===== src/rtl/module_disp_mux.sv =====
// module_disp_mux -- time-multiplexed N-digit hex display driver.
//
// This module captures a packed hex value once per frame. It then scans the
// digits one at a time over shared segment lines. Each digit slot begins with
// a short blanking interval so that the previous digit does not ghost onto
// the next anode.
//
// Ports:
//   clk      system clock
//   rst      asynchronous active-high reset
//   en_i     scan enable; 0 returns to IDLE and darkens the display
//   value_i  packed hex digits, digit k = value_i[4k+3:4k], digit 0 rightmost
//   dp_i     decimal point request per digit
//   seg_o    segments {a,b,c,d,e,f,g} at pin polarity (registered)
//   dp_o     decimal point at pin polarity (registered)
//   an_o     one-hot digit select at pin polarity (registered)
//   frame_o  one-cycle pulse in the cycle a new snapshot is held
//
// Optional build macro:
//   DISP_LZ_BLANK_EN  leading-zero suppression. A digit goes dark when it and
//                     every higher digit are zero. Digit 0 is never
//                     suppressed. A set decimal point keeps its own digit lit,
//                     and every lower digit as well.
//
// State table:
//   state | meaning
//   IDLE  | display dark, waiting for en_i
//   SCAN  | cycling digit slots; snapshot reloaded at every frame boundary

module module_disp_mux #(
    parameter int N_DIGITS       = 4,
    parameter int REFRESH_DIV    = 27000,
    parameter int BLANK_CYCLES   = 16,
    parameter bit SEG_ACTIVE_LOW = 1'b1,
    parameter bit AN_ACTIVE_LOW  = 1'b1
) (
    input  logic                  clk,
    input  logic                  rst,
    input  logic                  en_i,
    input  logic [4*N_DIGITS-1:0] value_i,
    input  logic [N_DIGITS-1:0]   dp_i,
    output logic [6:0]            seg_o,
    output logic                  dp_o,
    output logic [N_DIGITS-1:0]   an_o,
    output logic                  frame_o
);

    localparam int CW = (REFRESH_DIV > 1) ? $clog2(REFRESH_DIV) : 1;
    localparam int IW = (N_DIGITS > 1) ? $clog2(N_DIGITS) : 1;

    localparam logic [0:0] IDLE = 1'b0;
    localparam logic [0:0] SCAN = 1'b1;

    localparam logic [CW-1:0] CNT_LAST = CW'(REFRESH_DIV - 1);
    localparam logic [IW-1:0] IDX_LAST = IW'(N_DIGITS - 1);
    // One extra bit, so that a guard length equal to the slot length can
    // still be represented.
    localparam logic [CW:0]   BLANK_W  = (CW+1)'(BLANK_CYCLES);

    localparam logic [6:0]          SEG_POL = {7{SEG_ACTIVE_LOW}};
    localparam logic [N_DIGITS-1:0] AN_POL  = {N_DIGITS{AN_ACTIVE_LOW}};

    logic [0:0]            state;
    logic [CW-1:0]         cnt;
    logic [IW-1:0]         idx;
    logic [4*N_DIGITS-1:0] snapshot;
    logic [N_DIGITS-1:0]   dp_snap;

    logic [N_DIGITS-1:0]   sup;
    logic [N_DIGITS-1:0]   an_lvl;
    logic [6:0]            seg_lvl;
    logic                  dp_lvl;
    logic [3:0]            dig;
    logic                  sup_cur;
    logic                  show;

    function automatic logic [6:0] hex7(input logic [3:0] d);
        logic [6:0] s;
        case (d)
            4'h0: s = 7'b1111110;
            4'h1: s = 7'b0110000;
            4'h2: s = 7'b1101101;
            4'h3: s = 7'b1111001;
            4'h4: s = 7'b0110011;
            4'h5: s = 7'b1011011;
            4'h6: s = 7'b1011111;
            4'h7: s = 7'b1110000;
            4'h8: s = 7'b1111111;
            4'h9: s = 7'b1111011;
            4'hA: s = 7'b1110111;
            4'hB: s = 7'b0011111;
            4'hC: s = 7'b1001110;
            4'hD: s = 7'b0111101;
            4'hE: s = 7'b1001111;
            default: s = 7'b1000111;
        endcase
        return s;
    endfunction

    always_ff @(posedge clk or posedge rst) begin
        if (rst) begin
            state    <= IDLE;
            cnt      <= '0;
            idx      <= '0;
            snapshot <= '0;
            dp_snap  <= '0;
            frame_o  <= 1'b0;
        end else begin
            frame_o <= 1'b0;
            if (state == IDLE) begin
                if (en_i) begin
                    state    <= SCAN;
                    cnt      <= '0;
                    idx      <= '0;
                    snapshot <= value_i;
                    dp_snap  <= dp_i;
                    frame_o  <= 1'b1;
                end
            end else begin
                if (!en_i) begin
                    state <= IDLE;
                    cnt   <= '0;
                    idx   <= '0;
                end else if (cnt == CNT_LAST) begin
                    cnt <= '0;
                    if (idx == IDX_LAST) begin
                        idx      <= '0;
                        snapshot <= value_i;
                        dp_snap  <= dp_i;
                        frame_o  <= 1'b1;
                    end else begin
                        idx <= idx + IW'(1);
                    end
                end else begin
                    cnt <= cnt + CW'(1);
                end
            end
        end
    end

    // Suppression is decided from the most significant digit downward.
    // Once a nonzero digit or a decimal point is seen, every lower digit is kept.
`ifdef DISP_LZ_BLANK_EN
    always_comb begin
        logic keep;
        keep = 1'b0;
        sup  = '0;
        for (int k = N_DIGITS - 1; k >= 0; k--) begin
            keep   = keep | (snapshot[4*k +: 4] != 4'h0) | dp_snap[k] | (k == 0);
            sup[k] = ~keep;
        end
    end
`else
    always_comb begin
        sup = '0;
    end
`endif

    always_comb begin
        show    = (state == SCAN) && ({1'b0, cnt} >= BLANK_W);
        an_lvl  = '0;
        dig     = 4'h0;
        dp_lvl  = 1'b0;
        sup_cur = 1'b0;
        for (int k = 0; k < N_DIGITS; k++) begin
            if (idx == IW'(k)) begin
                an_lvl[k] = 1'b1;
                dig       = snapshot[4*k +: 4];
                dp_lvl    = dp_snap[k];
                sup_cur   = sup[k];
            end
        end
        seg_lvl = sup_cur ? 7'b0000000 : hex7(dig);
        if (!show) begin
            an_lvl  = '0;
            seg_lvl = 7'b0000000;
            dp_lvl  = 1'b0;
        end
    end

    always_ff @(posedge clk or posedge rst) begin
        if (rst) begin
            seg_o <= SEG_POL;
            dp_o  <= SEG_ACTIVE_LOW;
            an_o  <= AN_POL;
        end else begin
            seg_o <= seg_lvl ^ SEG_POL;
            dp_o  <= dp_lvl ^ SEG_ACTIVE_LOW;
            an_o  <= an_lvl ^ AN_POL;
        end
    end

endmodule


===== config.mk =====
export PLATFORM = sky130hd
export DESIGN_NAME = module_disp_mux
export DESIGN_NICKNAME = d
export VERILOG_FILES = /design/src/rtl/module_disp_mux.sv
export SDC_FILE = /design/constraint.sdc
export NUM_CORES = 1
export LEC_CHECK = 0
export CORE_ASPECT_RATIO = 1.25
export CORE_MARGIN = 5
export CORE_UTILIZATION = 30
export CTS_BUF_LIST = sky130_fd_sc_hd__clkbuf_4 sky130_fd_sc_hd__clkbuf_8 sky130_fd_sc_hd__clkbuf_16
export DETAILED_ROUTE_END_ITERATION = 8
export PLACE_DENSITY = 0.54
export SLEW_MARGIN = 25
export SYNTH_ARGS = -nofsm -noshare
export SYNTH_HDL_FRONTEND = slang
export SYNTH_SLANG_ARGS = --single-unit

===== constraint.sdc =====
create_clock -name clk -period 3.9 [get_ports clk]
set_input_delay 0.585 -clock clk [delete_from_list [all_inputs] [get_ports clk]]
set_output_delay 0.585 -clock clk [all_outputs]
set_load 0.01 [all_outputs]

==> out/qor.txt <==
status - finished, final reports clean
Slowest-stage cell, CP - or4_4
initial antenna violation count - 0
Worst EP arrival - 2.87 ns
FMAX - 373.4 MHz
Peak VDD IR - 0.0001656 V
# rows - 38
FF/Latch Area - 0.001291 mm^2
Post-CTS Resized - 0
Static Leak - 1.362 nW
actual slew at the worst max-slew pin - 0.8231 ns
RSZ-0062 raised after global routing - no
Slew Limit Fails - 0
Synth Cell Area - 0.002671 mm^2
Clock Pin Slew Worst Setup and Hold Paths - 0.10 ns
kind of cell adding the most delay to the critical path - simple AND/OR/NAND/NOR gates
I/O pin total - 36
H-tree depth - 2
most frequent cells after synthesis - dfrtp_1, nand2_1, mux2_4
leading area contributor after synthesis - dfrtp_1
Max-Cap Viols - 0
TritonCTS Buffers - 5
Starting Density - 0.3070
max incr delay on CP - 0.57 ns
final setup vio count - 0
synthesized instance count - 239
Ys Warns - 0
HPWL Detailed - 4222 um
clock latency on the worst-skew pair - 0.31 ns
Clock Skews - 0.01333 ns
clock buffer depth - 2
Die ar. - 0.01090 mm^2
CP required - 4.09 ns
min-delay src - snapshot[14]$_DFFE_PP0P_
DRC Markers - 0
largest net degree at the start of global routing - 52
CTS tree - done
Most used DFF post-synth - dfrtp_1
Worst Setup End Kind - flop
final hold violation count - 0
Final Wtd Congestion - 0.8024
Post-Route WL - 5777 um
# clock sinks - 51
Synth-to-Final Area Change - 20.80%
CP Buf/Inv Count - 0
first-pass GRT wire length - 9446 um
Crit Path Category - reg2reg
critical path fanouts, max - 21
area fraction of the dominant cell type after synthesis - 0.3653
Post-synth EDFFs - 0
Die W - 94.40 um
multi-input logic area - 0.001294 mm^2
CORE AREA - 0.008701 mm^2
gr ovfl total - 0
post-DR wirelength/cell - 14.66 um
clock root cell - clkbuf_8
vias per inst - 4.843
layout cells sized above 1 - 0.2007
Initial DRT Pass Iterations - 4
Detail Route Antenna Nets - 0
Die Span Y - 115.5 um
CP most frequent cell - or4_4
syn nets - 274
CP startpoint kind - flop
power density over the cells - 343.8 mW/mm^2
Final TNS setup - 0 ns
period utilisation layout - 0.6866
CP startpoint - cnt[9]$_DFFE_PP0P_
IO buf count - 35
post-CTS setup buffer count - 0
post-cts hold buffer count - 0
via count - 1,908
ranking of synthesized cells by area - dfrtp_1, dfstp_2, mux2_4
Min-Delay Path Class - reg2reg
vias in the first global route - 1,877
fraction of registers with async set/reset - 1.000
fin nets - 308
worst flop-to-flop path startpoint - cnt[9]$_DFFE_PP0P_
filler cell count - 873
Synth Area per Inst - 11.18 um^2
Initial DRC Count - 45
count leader, synth - dfrtp_1
Min Clock Period, post-route - 2.678 ns
hold slack - 0.5264 ns
post-synth cell types - 44
CP cell instances - or4_4 > or4_4 > o21ai_2 > nand2_2 > mux2_4
GRT Total Usage - 0.1102
FF+latch count, synth - 51
slew margin rel. - 0.4493
sequential area share after synthesis - 0.4834
ANT cells - 0
-- cell type report --
| cell class | instances | area share |
|---|---|---|
| sequential | 51 | 0.4002 |
| multi-input combinational | 169 | 0.4009 |
| inverter | 11 | 0.01357 |
| timing repair buffer | 35 | 0.1086 |
| clock buffer | 5 | 0.02133 |
| clock inverter | 3 | 0.008918 |
| tap | 120 | 0.04653 |
-- power by group --
part           switching (mW)  internal [mW]  leakage (nW)  total [mW]
sequential             0.0295          0.566         0.621       0.595
clock                   0.197          0.133        0.0502       0.331
combinational          0.0800          0.103         0.691       0.183
-- cell usage in the layout, fill, tap and decap left out, drive strengths merged, types with 2 or more instances in the layout --
master and n:
o21ai 17, nand2 26, clkdlybuf4s50 35, a21o 4, dfstp 12, clkbuf 5
xor2 4, nor2b 4, a311oi 2, o211ai 2, nor3 5, nand4 4
nand2b 3, a21oi 5, nand3b 2, a31oi 6, nor3b 2, inv 12
mux2i 4, nor2 8, clkinv 2, mux2 24, dfrtp 39, o22ai 4
or2 3, nand3 7, or4 2, nor4 5, a22oi 2, o221ai 2
ha 12
-- cell families (layout without fill, tap and decap cells) --
family / Yosys count / count (layout) / synth area share
DFF: 51 / 51 / 0.4834
xor gates and xnor gates: 4 / 4 / 0.01311
adders and majority gates: 12 / 12 / 0.05620
AOI/OAI and AO/OA: 50 / 50 / 0.1255
buffers and inverters: 19 / 54 / 0.03232
and+or+nand+nor: 75 / 75 / 0.1466
muxes: 28 / 28 / 0.1429
-- metal layers --
metal | global-route usage | up-vias | wire length [um]
met5 | 0 | - | 0
met4 | 0.03083 | 0 | 68
met2 | 0.1894 | 34 | 2899
li1 | - | 927 | -
met3 | 0.02208 | 6 | 214
met1 | 0.1406 | 941 | 2595
-- state kept, by name (all words and copies together), names as in the netlist --
name / count
snapshot: 16
cnt: 15
seg_o: 7
an_o: 4
dp_snap: 4
idx: 2
dp_o: 1
frame_o: 1
state: 1
-- through the flow --
step / worst slack, ns / instance area (um^2) / cells / utilization / total power [mW]
final: 1.222 / 3227 / 394 / 0.3709 / 1.109
after global routing: 1.091 / 3227 / 394 / 0.3709 / 1.163
after CTS: 1.212 / 3227 / 394 / 0.3709 / 1.127
after detailed placement: 1.220 / 3129 / 386 / 0.3596 / 0.7909
after global placement: 1.260 / 3127 / 386 / 0.3594 / 0.7879
after floorplan: 1.627 / 2671 / 239 / - / 0.7327
-- final timing paths --
path                       slack [ns]                        to  depth (start not counted)
max                              1.22   snapshot[8]$_DFFE_PP0P_                          5
min                              0.53  snapshot[14]$_DFFE_PP0P_                          1
max reg2reg                      1.22   snapshot[8]$_DFFE_PP0P_                          5
min reg2reg                      0.53  snapshot[14]$_DFFE_PP0P_                          1
max in group asynchronous        2.77  snapshot[12]$_DFFE_PP0P_                          2
min in group asynchronous        0.70        cnt[1]$_DFFE_PP0P_                          2
Power figures use the tool's default switching activity.
